**config.mk**
```make
export PLATFORM = sky130hd
export DESIGN_NAME = sar_capture_array
export DESIGN_NICKNAME = d
export VERILOG_FILES = /design/src/rtl/sar_capture_array.sv
export SDC_FILE = /design/constraint.sdc
export NUM_CORES = 1
export LEC_CHECK = 0
export ABC_AREA = 1
export BUFFER_PORTS_ARGS = -buffer_cell sky130_fd_sc_hd__buf_2
export CAP_MARGIN = 0
export CORE_ASPECT_RATIO = 1.5
export CORE_UTILIZATION = 53
export DETAILED_ROUTE_END_ITERATION = 12
export HOLD_SLACK_MARGIN = 0.05
export PLACE_DENSITY_LB_ADDON = 0.3
export SYNTH_ARGS = -nofsm -noshare
export SYNTH_HDL_FRONTEND = slang
export SYNTH_SLANG_ARGS = --single-unit
```
**constraint.sdc**
```tcl
create_clock -name clk -period 2.4 [get_ports clk]
set_input_delay 0.12 -clock clk [delete_from_list [all_inputs] [get_ports clk]]
set_output_delay 0.12 -clock clk [all_outputs]
set_load 0.1 [all_outputs]
```
**src/rtl/sar_capture_array.sv**
```systemverilog
// Shared-DAC SAR sequencer for an ADC array.
// It converts one channel or scans all of them, and stores each result in that channel's slice.
module sar_capture_array #(
  parameter int NUM_ADC = 8,
  parameter int RES     = 10,
  parameter int SETTLE  = 2,
  parameter int CH_W    = 3
) (
  input  logic                   clk,
  input  logic                   rst,
  input  logic                   start,
  input  logic                   scan_en,
  input  logic [CH_W-1:0]        ch_sel,
  input  logic                   abort,
  input  logic                   comp,
  input  logic [NUM_ADC-1:0]     ack,
  output logic [RES-1:0]         dac_code,
  output logic [RES-1:0]         bitctrl,
  output logic [CH_W-1:0]        ch_active,
  output logic                   busy,
  output logic                   done,
  output logic [NUM_ADC-1:0]     valid,
  output logic [NUM_ADC-1:0]     overrun,
  output logic [NUM_ADC*RES-1:0] out
);

  localparam int KW = $clog2(RES);
  localparam int SW = (SETTLE > 1) ? $clog2(SETTLE) : 1;
  localparam logic [RES-1:0] MSB = {1'b1, {(RES-1){1'b0}}};
  localparam logic [CH_W-1:0] LAST = CH_W'(NUM_ADC - 1);
  localparam logic [CH_W:0] NCH = (CH_W+1)'(NUM_ADC);

  typedef enum logic [1:0] {
    S_IDLE,
    S_SETTLE,
    S_SAMPLE,
    S_WRITE
  } state_t;

  state_t state_q, state_d;
  logic [KW-1:0] k_q, k_d;
  logic [SW-1:0] cnt_q, cnt_d;
  logic [RES-1:0] work_q, work_d;
  logic scan_q, scan_d;
  logic [CH_W-1:0] ch_q, ch_d;
  logic [RES-1:0] dac_q, dac_d;
  logic [RES-1:0] bit_q, bit_d;
  logic busy_q, busy_d;
  logic done_q, done_d;
  logic [NUM_ADC-1:0] valid_q, valid_d;
  logic [NUM_ADC-1:0] ovr_q, ovr_d;
  logic [NUM_ADC*RES-1:0] out_q, out_d;
  logic [RES-1:0] nxt;
  logic load;
  logic ch_ok;

  assign ch_ok = ({1'b0, ch_sel} < NCH);

  always_comb begin
    state_d = state_q;
    k_d     = k_q;
    cnt_d   = cnt_q;
    work_d  = work_q;
    scan_d  = scan_q;
    ch_d    = ch_q;
    dac_d   = dac_q;
    bit_d   = bit_q;
    done_d  = 1'b0;
    valid_d = valid_q & ~ack;
    ovr_d   = ovr_q & ~ack;
    out_d   = out_q;
    nxt     = work_q;
    load    = 1'b0;

    unique case (state_q)
      S_IDLE: begin
        if (start && (scan_en || ch_ok)) begin
          scan_d = scan_en;
          ch_d   = scan_en ? '0 : ch_sel;
          load   = 1'b1;
        end
      end
      S_SETTLE: begin
        cnt_d = cnt_q + 1'b1;
        if (cnt_q == SW'(SETTLE - 1))
          state_d = S_SAMPLE;
      end
      S_SAMPLE: begin
        nxt[k_q] = comp;
        if (k_q != '0) begin
          nxt[k_q - 1'b1] = 1'b1;
          k_d     = k_q - 1'b1;
          bit_d   = RES'(1) << (k_q - 1'b1);
          dac_d   = nxt;
          cnt_d   = '0;
          state_d = S_SETTLE;
        end else begin
          dac_d   = '0;
          bit_d   = '0;
          done_d  = 1'b1;
          state_d = S_WRITE;
        end
        work_d = nxt;
      end
      S_WRITE: begin
        for (int i = 0; i < NUM_ADC; i++) begin
          if (ch_q == CH_W'(i)) begin
            out_d[i*RES +: RES] = work_q;
            valid_d[i] = 1'b1;
            // overrun looks at valid before any same-cycle ack
            if (valid_q[i])
              ovr_d[i] = 1'b1;
          end
        end
        if (scan_q && ch_q != LAST) begin
          ch_d = ch_q + 1'b1;
          load = 1'b1;
        end else begin
          state_d = S_IDLE;
        end
      end
    endcase

    if (load) begin
      k_d     = KW'(RES - 1);
      cnt_d   = '0;
      work_d  = MSB;
      dac_d   = MSB;
      bit_d   = MSB;
      state_d = S_SETTLE;
    end

    // abort never blocks the write of a WRITE cycle already underway
    if (abort && state_q != S_IDLE) begin
      state_d = S_IDLE;
      dac_d   = '0;
      bit_d   = '0;
      done_d  = 1'b0;
    end

    busy_d = (state_d != S_IDLE);
  end

  always_ff @(posedge clk) begin
    if (rst) begin
      state_q <= S_IDLE;
      k_q     <= '0;
      cnt_q   <= '0;
      work_q  <= '0;
      scan_q  <= 1'b0;
      ch_q    <= '0;
      dac_q   <= '0;
      bit_q   <= '0;
      busy_q  <= 1'b0;
      done_q  <= 1'b0;
      valid_q <= '0;
      ovr_q   <= '0;
      out_q   <= '0;
    end else begin
      state_q <= state_d;
      k_q     <= k_d;
      cnt_q   <= cnt_d;
      work_q  <= work_d;
      scan_q  <= scan_d;
      ch_q    <= ch_d;
      dac_q   <= dac_d;
      bit_q   <= bit_d;
      busy_q  <= busy_d;
      done_q  <= done_d;
      valid_q <= valid_d;
      ovr_q   <= ovr_d;
      out_q   <= out_d;
    end
  end

  assign dac_code  = dac_q;
  assign bitctrl   = bit_q;
  assign ch_active = ch_q;
  assign busy      = busy_q;
  assign done      = done_q;
  assign valid     = valid_q;
  assign overrun   = ovr_q;
  assign out       = out_q;

endmodule

```
# ---- Yosys cells after proc, flatten, opt, wreduce, memory -nomap -nowiden
# Cells that the tools add are included.
dict set report totals {
  register_bits 139
  inputBits 17
  output_inout_bits 121
  elab_cells 140
}
dict set report classes {
  addsub 3
  n_lt_le_gt_ge 4
  eq_ne 14
  shift 1
  mux 59
  n_bitwise 5
  n_reduce_logical 30
}
# op count
set op_table {}
lappend op_table {{$mux 10} 9}
lappend op_table {{$mux 1} 30}
lappend op_table {{$reduce_and 2->1} 12}
lappend op_table {{$and 8x8->8} 2}
lappend op_table {{$mux 8} 2}
lappend op_table {{$eq 3x3->1 const B} 4}
lappend op_table {{$mux 4} 3}
lappend op_table {{$reduce_bool 2->1} 6}
lappend op_table {{$bwmux 10} 1}
lappend op_table {{$lt 4x5->1 const B} 2}
lappend op_table {{$mux 2} 5}
lappend op_table {{$or 10x10->10} 1}
lappend op_table {{$shl 1x4->10 const A} 1}
lappend op_table {{$mux 3} 3}
lappend op_table {{$demux 1 s4} 2}
lappend op_table {{$ge 4x1->1 const B} 2}
lappend op_table {{$not 8->8} 1}
lappend op_table {{$eq 3x2->1 const B} 2}
lappend op_table {{$ne 2x2->1 const B} 3}
lappend op_table {{$pmux 2 s3} 1}
lappend op_table {{$pmux 3 s2} 1}
lappend op_table {{$reduce_or 3->1} 2}
lappend op_table {{$eq 2x2->1 const B} 2}
lappend op_table {{$logic_and 1x1->1} 4}
lappend op_table {{13 further kinds} 15}

# ---- Logic depth before layout (Yosys ltp)
dict set report depth {
  depth_word 9
  mapped_depth 12
}

# ---- Worst setup path after synthesis
# Ideal clock, no wire load.
dict set report synth_path {
  path_type {register to register}
  startpoint {register ch_q[0], in the netlist ch_active[0]}
  endpoint {register bit_q[4], in the netlist bitctrl[4]}
  setup_time_ns 0.070
  arrival_time_ns 2.226
  t_required_ns 2.330
  path_slack_ns 0.104
  stages_incl_launch_ff 12
  synth_period_minus_slack_ns 2.296
  path_cell_list {dfxtp_1 > ha_1 > ha_1 > inv_1 > nand3_2 > nand2_2 > nand2_4 > inv_4 > nor2_4 > nand2_4 > buf_6 > a21oi_1}
}
dict set report synth_between {
  elab_chain_cells 5
}
# element line_no
set synth_rtl {}
lappend synth_rtl {{from (decl)} 45} ;# logic [CH_W-1:0] ch_q, ch_d;
lappend synth_rtl {{from (signal assigned)} 165} ;# ch_q <= ch_d;
lappend synth_rtl {{$ne 3x3->1} 115} ;# if (scan_q && ch_q != LAST) begin
lappend synth_rtl {{$logic_and 1x1->1} 115}
lappend synth_rtl {{$mux 1} 115}
lappend synth_rtl {{$pmux 1 s2} 75} ;# unique case (state_q)
lappend synth_rtl {{$reduce_or 3->1 (no line)} n/a}
lappend synth_rtl {{to (signal assigned)} 167} ;# bit_q <= bit_d;
lappend synth_rtl {{to (decl)} 47} ;# logic [RES-1:0] bit_q, bit_d;
# Every way passes these cells.
# A chain may end at the register's enable or synchronous reset.

# ---- Worst setup path after layout
dict set report layout_path {
  startpoint {register k_q[1]}
  endpoint {register dac_q[1], in the netlist dac_code[1]}
}
dict set report layout_between {
  elab_chain_cells 7
}
# element line_no
set layout_rtl {}
lappend layout_rtl {{from (decl)} 41} ;# logic [KW-1:0] k_q, k_d;
lappend layout_rtl {{from (signal assigned)} 161} ;# k_q <= k_d;
lappend layout_rtl {{$sub 4x1->4 (tied with other cells)} 91} ;# nxt[k_q - 1'b1] = 1'b1;
lappend layout_rtl {{$lt 4x5->1 (implied by the code) (tied with other cells)} 91}
lappend layout_rtl {{$logic_and 1x1->1 (implied by the code) or $mux 1 (tied branches)} {91, 89}}
lappend layout_rtl {{$mux 1 (implied by the code) or $demux 1 s4 (tied branches)} {91, 89}}
lappend layout_rtl {{$demux 1 s4 or $bwmux 10 (tied branches)} {91, 89}}
lappend layout_rtl {{$or 10x10->10 (no line)} n/a}
lappend layout_rtl {{$mux 10 (*)} 90} ;# if (k_q != '0) begin
lappend layout_rtl {{to (signal assigned)} 152} ;# dac_q <= '0;
lappend layout_rtl {{to (signal assigned)} 166} ;# dac_q <= dac_d;
lappend layout_rtl {{to (decl)} 46} ;# logic [RES-1:0] dac_q, dac_d;
# Mark *: on every way between the ends. The rest lies on a longest branch, timed or not.

==> impl_metrics.py <==
metrics = {
    "global_route": {
        "grt_overflow_total": 0,
        "first_global_vias": 4942,
        "wire_length_of_the_first_global_routing_pass_um": 23640,
        "track_usage": 0.2741,
        "antenna_violations_before_repair": 0,
        "pin_count_of_the_biggest_net_entering_global_routing": 61,
    },
    "clock_tree": {
        "clk_pin_slew_worst_paths_ns": 0.06,
        "cts-root-to-sink-buffers": 2,
        "cts_max_level": 4,
        "number_of_cts_inserted_buffers": 17,
        "clk-insertion-delay-late_ns": 0.41,
        "post-cts-setup-buffers": 0,
        "cts.sinks": 139,
        "tritoncts": "yes",
        "cts.root.buffer_cell": "clkbuf_16",
    },
    "hold_path": {
        "holdCritPathClass": "in2reg",
    },
    "sta": {
        "report.final.slew_viol_count": 0,
        "clk_skew_ns": 0.01035,
        "final.min_clock_period_ns": 2.039,
        "timing.setup.tns_ns": 0,
        "grt_setup_unrepaired": "no",
        "max_clock_freq_mhz": 490.3,
        "setup-violations-final": 0,
        "worst_slew_margin_rel": 0.6548,
        "worstMarginPinSlew_ns": 0.5171,
        "worst_hold_slack_after_final_layout_ns": 0.1475,
        "finalHoldViolations": 0,
        "layout_worst_path_cycle_share": 0.8498,
    },
    "power_and_ir_drop": {
        "max-vdd-ir-drop_uv": 593.6,
        "powerDensity_nw_per_um2": 762.0,
        "p_leak_nw": 3.264,
    },
    "worst_setup_path": {
        "path_max_fanout": 7,
        "worstSetupPathType": "reg2reg",
        "setup.worst_path.end_class": "flop",
        "cp.required_ns": 2.74,
        "crit_arrival_ns": 2.38,
        "critical_path.startpoint_type": "flop",
        "reg2reg_slack_ns": 0.36,
    },
    "drt": {
        "routed.top_layer": "met4",
        "routed-via-count": 5381,
        "drt_wl_total_um": 14960,
        "wl_met2_um": 7797,
        "drt-vias-per-instance": 5.245,
        "final_antenna_net_count": 0,
        "m1_wl_um": 5952,
        "detail_route.drc_violations": 0,
        "drt-pass1-iter-count": 5,
        "drtIter0Drc": 416,
        "wl_met3_um": 727,
        "drt-wirelength-per-cell_um": 14.58,
    },
    "placement": {
        "globalplace.congestion": 0.9625,
        "placed_wire_length_estimate_after_detailed_placement_um": 10390,
        "port-buffer-count": 137,
        "placement.cell_area_sq_um": 6454,
    },
    "floorplanning": {
        "die-width_um": 86.69,
        "die_y_extent_um": 129.0,
        "fp.coreArea_sq_um": 10530,
        "row_count": 46,
        "io-pin-count": 138,
        "area_of_the_die_sq_um": 11190,
        "initial_core_util": 0.5413,
    },
    "synthesis": {
        "synth_warnings": 0,
        "yosys-top-cells-count": "139 x dfxtp_1, 118 x a21oi_1, 113 x inv_1",
        "syn_area_cell_sq_um": 7.779,
        "edff_count_synth": 0,
        "post_synthesis_cell_type_count": 29,
        "ys_top_cells_by_area": "dfxtp_1 49%, a21oi_1 10%, o21ai_0 9.5%",
        "yosysSeqAreaShare": 0.4880,
        "yosysTopAreaCellShare": 0.4880,
        "synthesis.instances": 733,
        "synth_nets": 769,
        "ys_seq_elements": 139,
        "yosys_most_used_dff": "dfxtp_1",
        "synth-async-reset-ratio": 0,
        "synth_most_common_cell": "dfxtp_1",
        "synth.cell_area_sq_um": 5702,
        "yosys.area.top_type": "dfxtp_1",
    },
    "layout": {
        "layout.cell_area.non_filler_sq_um": 7167,
        "insertedDiodeCount": 0,
        "layout_cell_share_with_drive_strength_beyond_1": 0.2245,
        "finalNetCount": 905,
        "syn2layout_area_growth_pct": 25.70,
    },
    "status": {
        "status": "finished clean",
    },
    "run": {
        "timing.max_cap.violations": 0,
    },
}
[worst max-delay path, cell delays in order (launching register included)]
cell and delay [ns]:
dfxtp_1 0.46, inv_1 0.14, ha_1 0.27, ha_1 0.46
nand2_1 0.16, nor3_2 0.27, nor2_1 0.09, nor2_1 0.11
[metrics by stage]
stage | setup WS [ns] | power (mW) | cells | utilization
after floorplan | 0.1043 | 2.721 | 733 | -
after global placement | 0.5826 | 2.802 | 984 | 0.6127
after detailed placement | 0.4618 | 2.809 | 984 | 0.6127
after CTS | 0.3927 | 5.482 | 1026 | 0.6804
after global routing | 0.2441 | 5.628 | 1026 | 0.6804
final | 0.3605 | 5.461 | 1026 | 0.6804
[final timing paths]
check	to	from	depth (start not counted)
max	dac_code[1]	k_q[1]	7
min reg2reg	out[69]	out[69]	2
min	work_q[0]	comp	5
max reg2reg	dac_code[1]	k_q[1]	7
[cell families after synthesis]
kind of cell             Yosys count  synth area share
AO/OA/AOI/OAI                    236            0.2102
AND/OR/NAND/NOR                  182            0.1472
buffers and inverters            157            0.1128
flip-flops                       139            0.4880
adder cells (fa/ha/maj)           19           0.04169
[layout make-up]
type	instances	area, sq um
Inverter	117	441.7
Timing Repair Buffer	157	873.3
Tap cell	144	180.2
Fill cell	891	3366
Clock inverter	11	142.6
Clock buffer	21	470.5
Multi-Input combinational cell	437	2276
Sequential cell	139	2783
[repair_timing]
| item | 4_1_cts | 5_1_grt |
|---|---|---|
| hold endpoints to repair | 17 | 0 |
| resized for setup | 0 | 0 |
| hold buffers | 10 | 0 |
[cells in the final DEF (no fill, tap or decap), types with 4 or more instances in the layout]
master | netlist | layout
dfxtp_1 | 139 | 139
buf_2 | 4 | 137
a21oi_1 | 118 | 118
inv_1 | 113 | 112
o21ai_0 | 108 | 108
nand2_1 | 94 | 94
nor2_1 | 37 | 37
nand3_1 | 26 | 26
ha_1 | 19 | 19
clkbuf_16 | 0 | 17
dlygate4sd3_1 | 0 | 10
nand4_1 | 9 | 9
buf_4 | 0 | 9
nand2_4 | 5 | 5
inv_2 | 3 | 4
nor2_4 | 4 | 4
clkinv_2 | 0 | 4
[where the power goes]
| group | internal (mW) | leakage (nW) | total (mW) | switching [mW] |
|---|---|---|---|---|
| registers | 2.33 | 1.12 | 2.37 | 0.0335 |
| clock network | 1.71 | 0.299 | 2.68 | 0.965 |
| logic | 0.117 | 1.84 | 0.419 | 0.302 |
[state kept, by name, summed over array words and instances, names as in the netlist]
register and flops:
done 1, state_q 2, cnt_q 1, busy 1
work_q 10, bitctrl 10, overrun 8, ch_active 3
dac_code 10, valid 8, out 80, scan_q 1
k_q 4
[metal layers]
metal | global-route usage | vias to the layer above
met5 | 0 | -
met4 | 0.1392 | 0
met3 | 0.05032 | 43
met2 | 0.4874 | 196
met1 | 0.3114 | 2495
li1 | - | 2647
No activity file was read; power rests on OpenSTA's default activity.
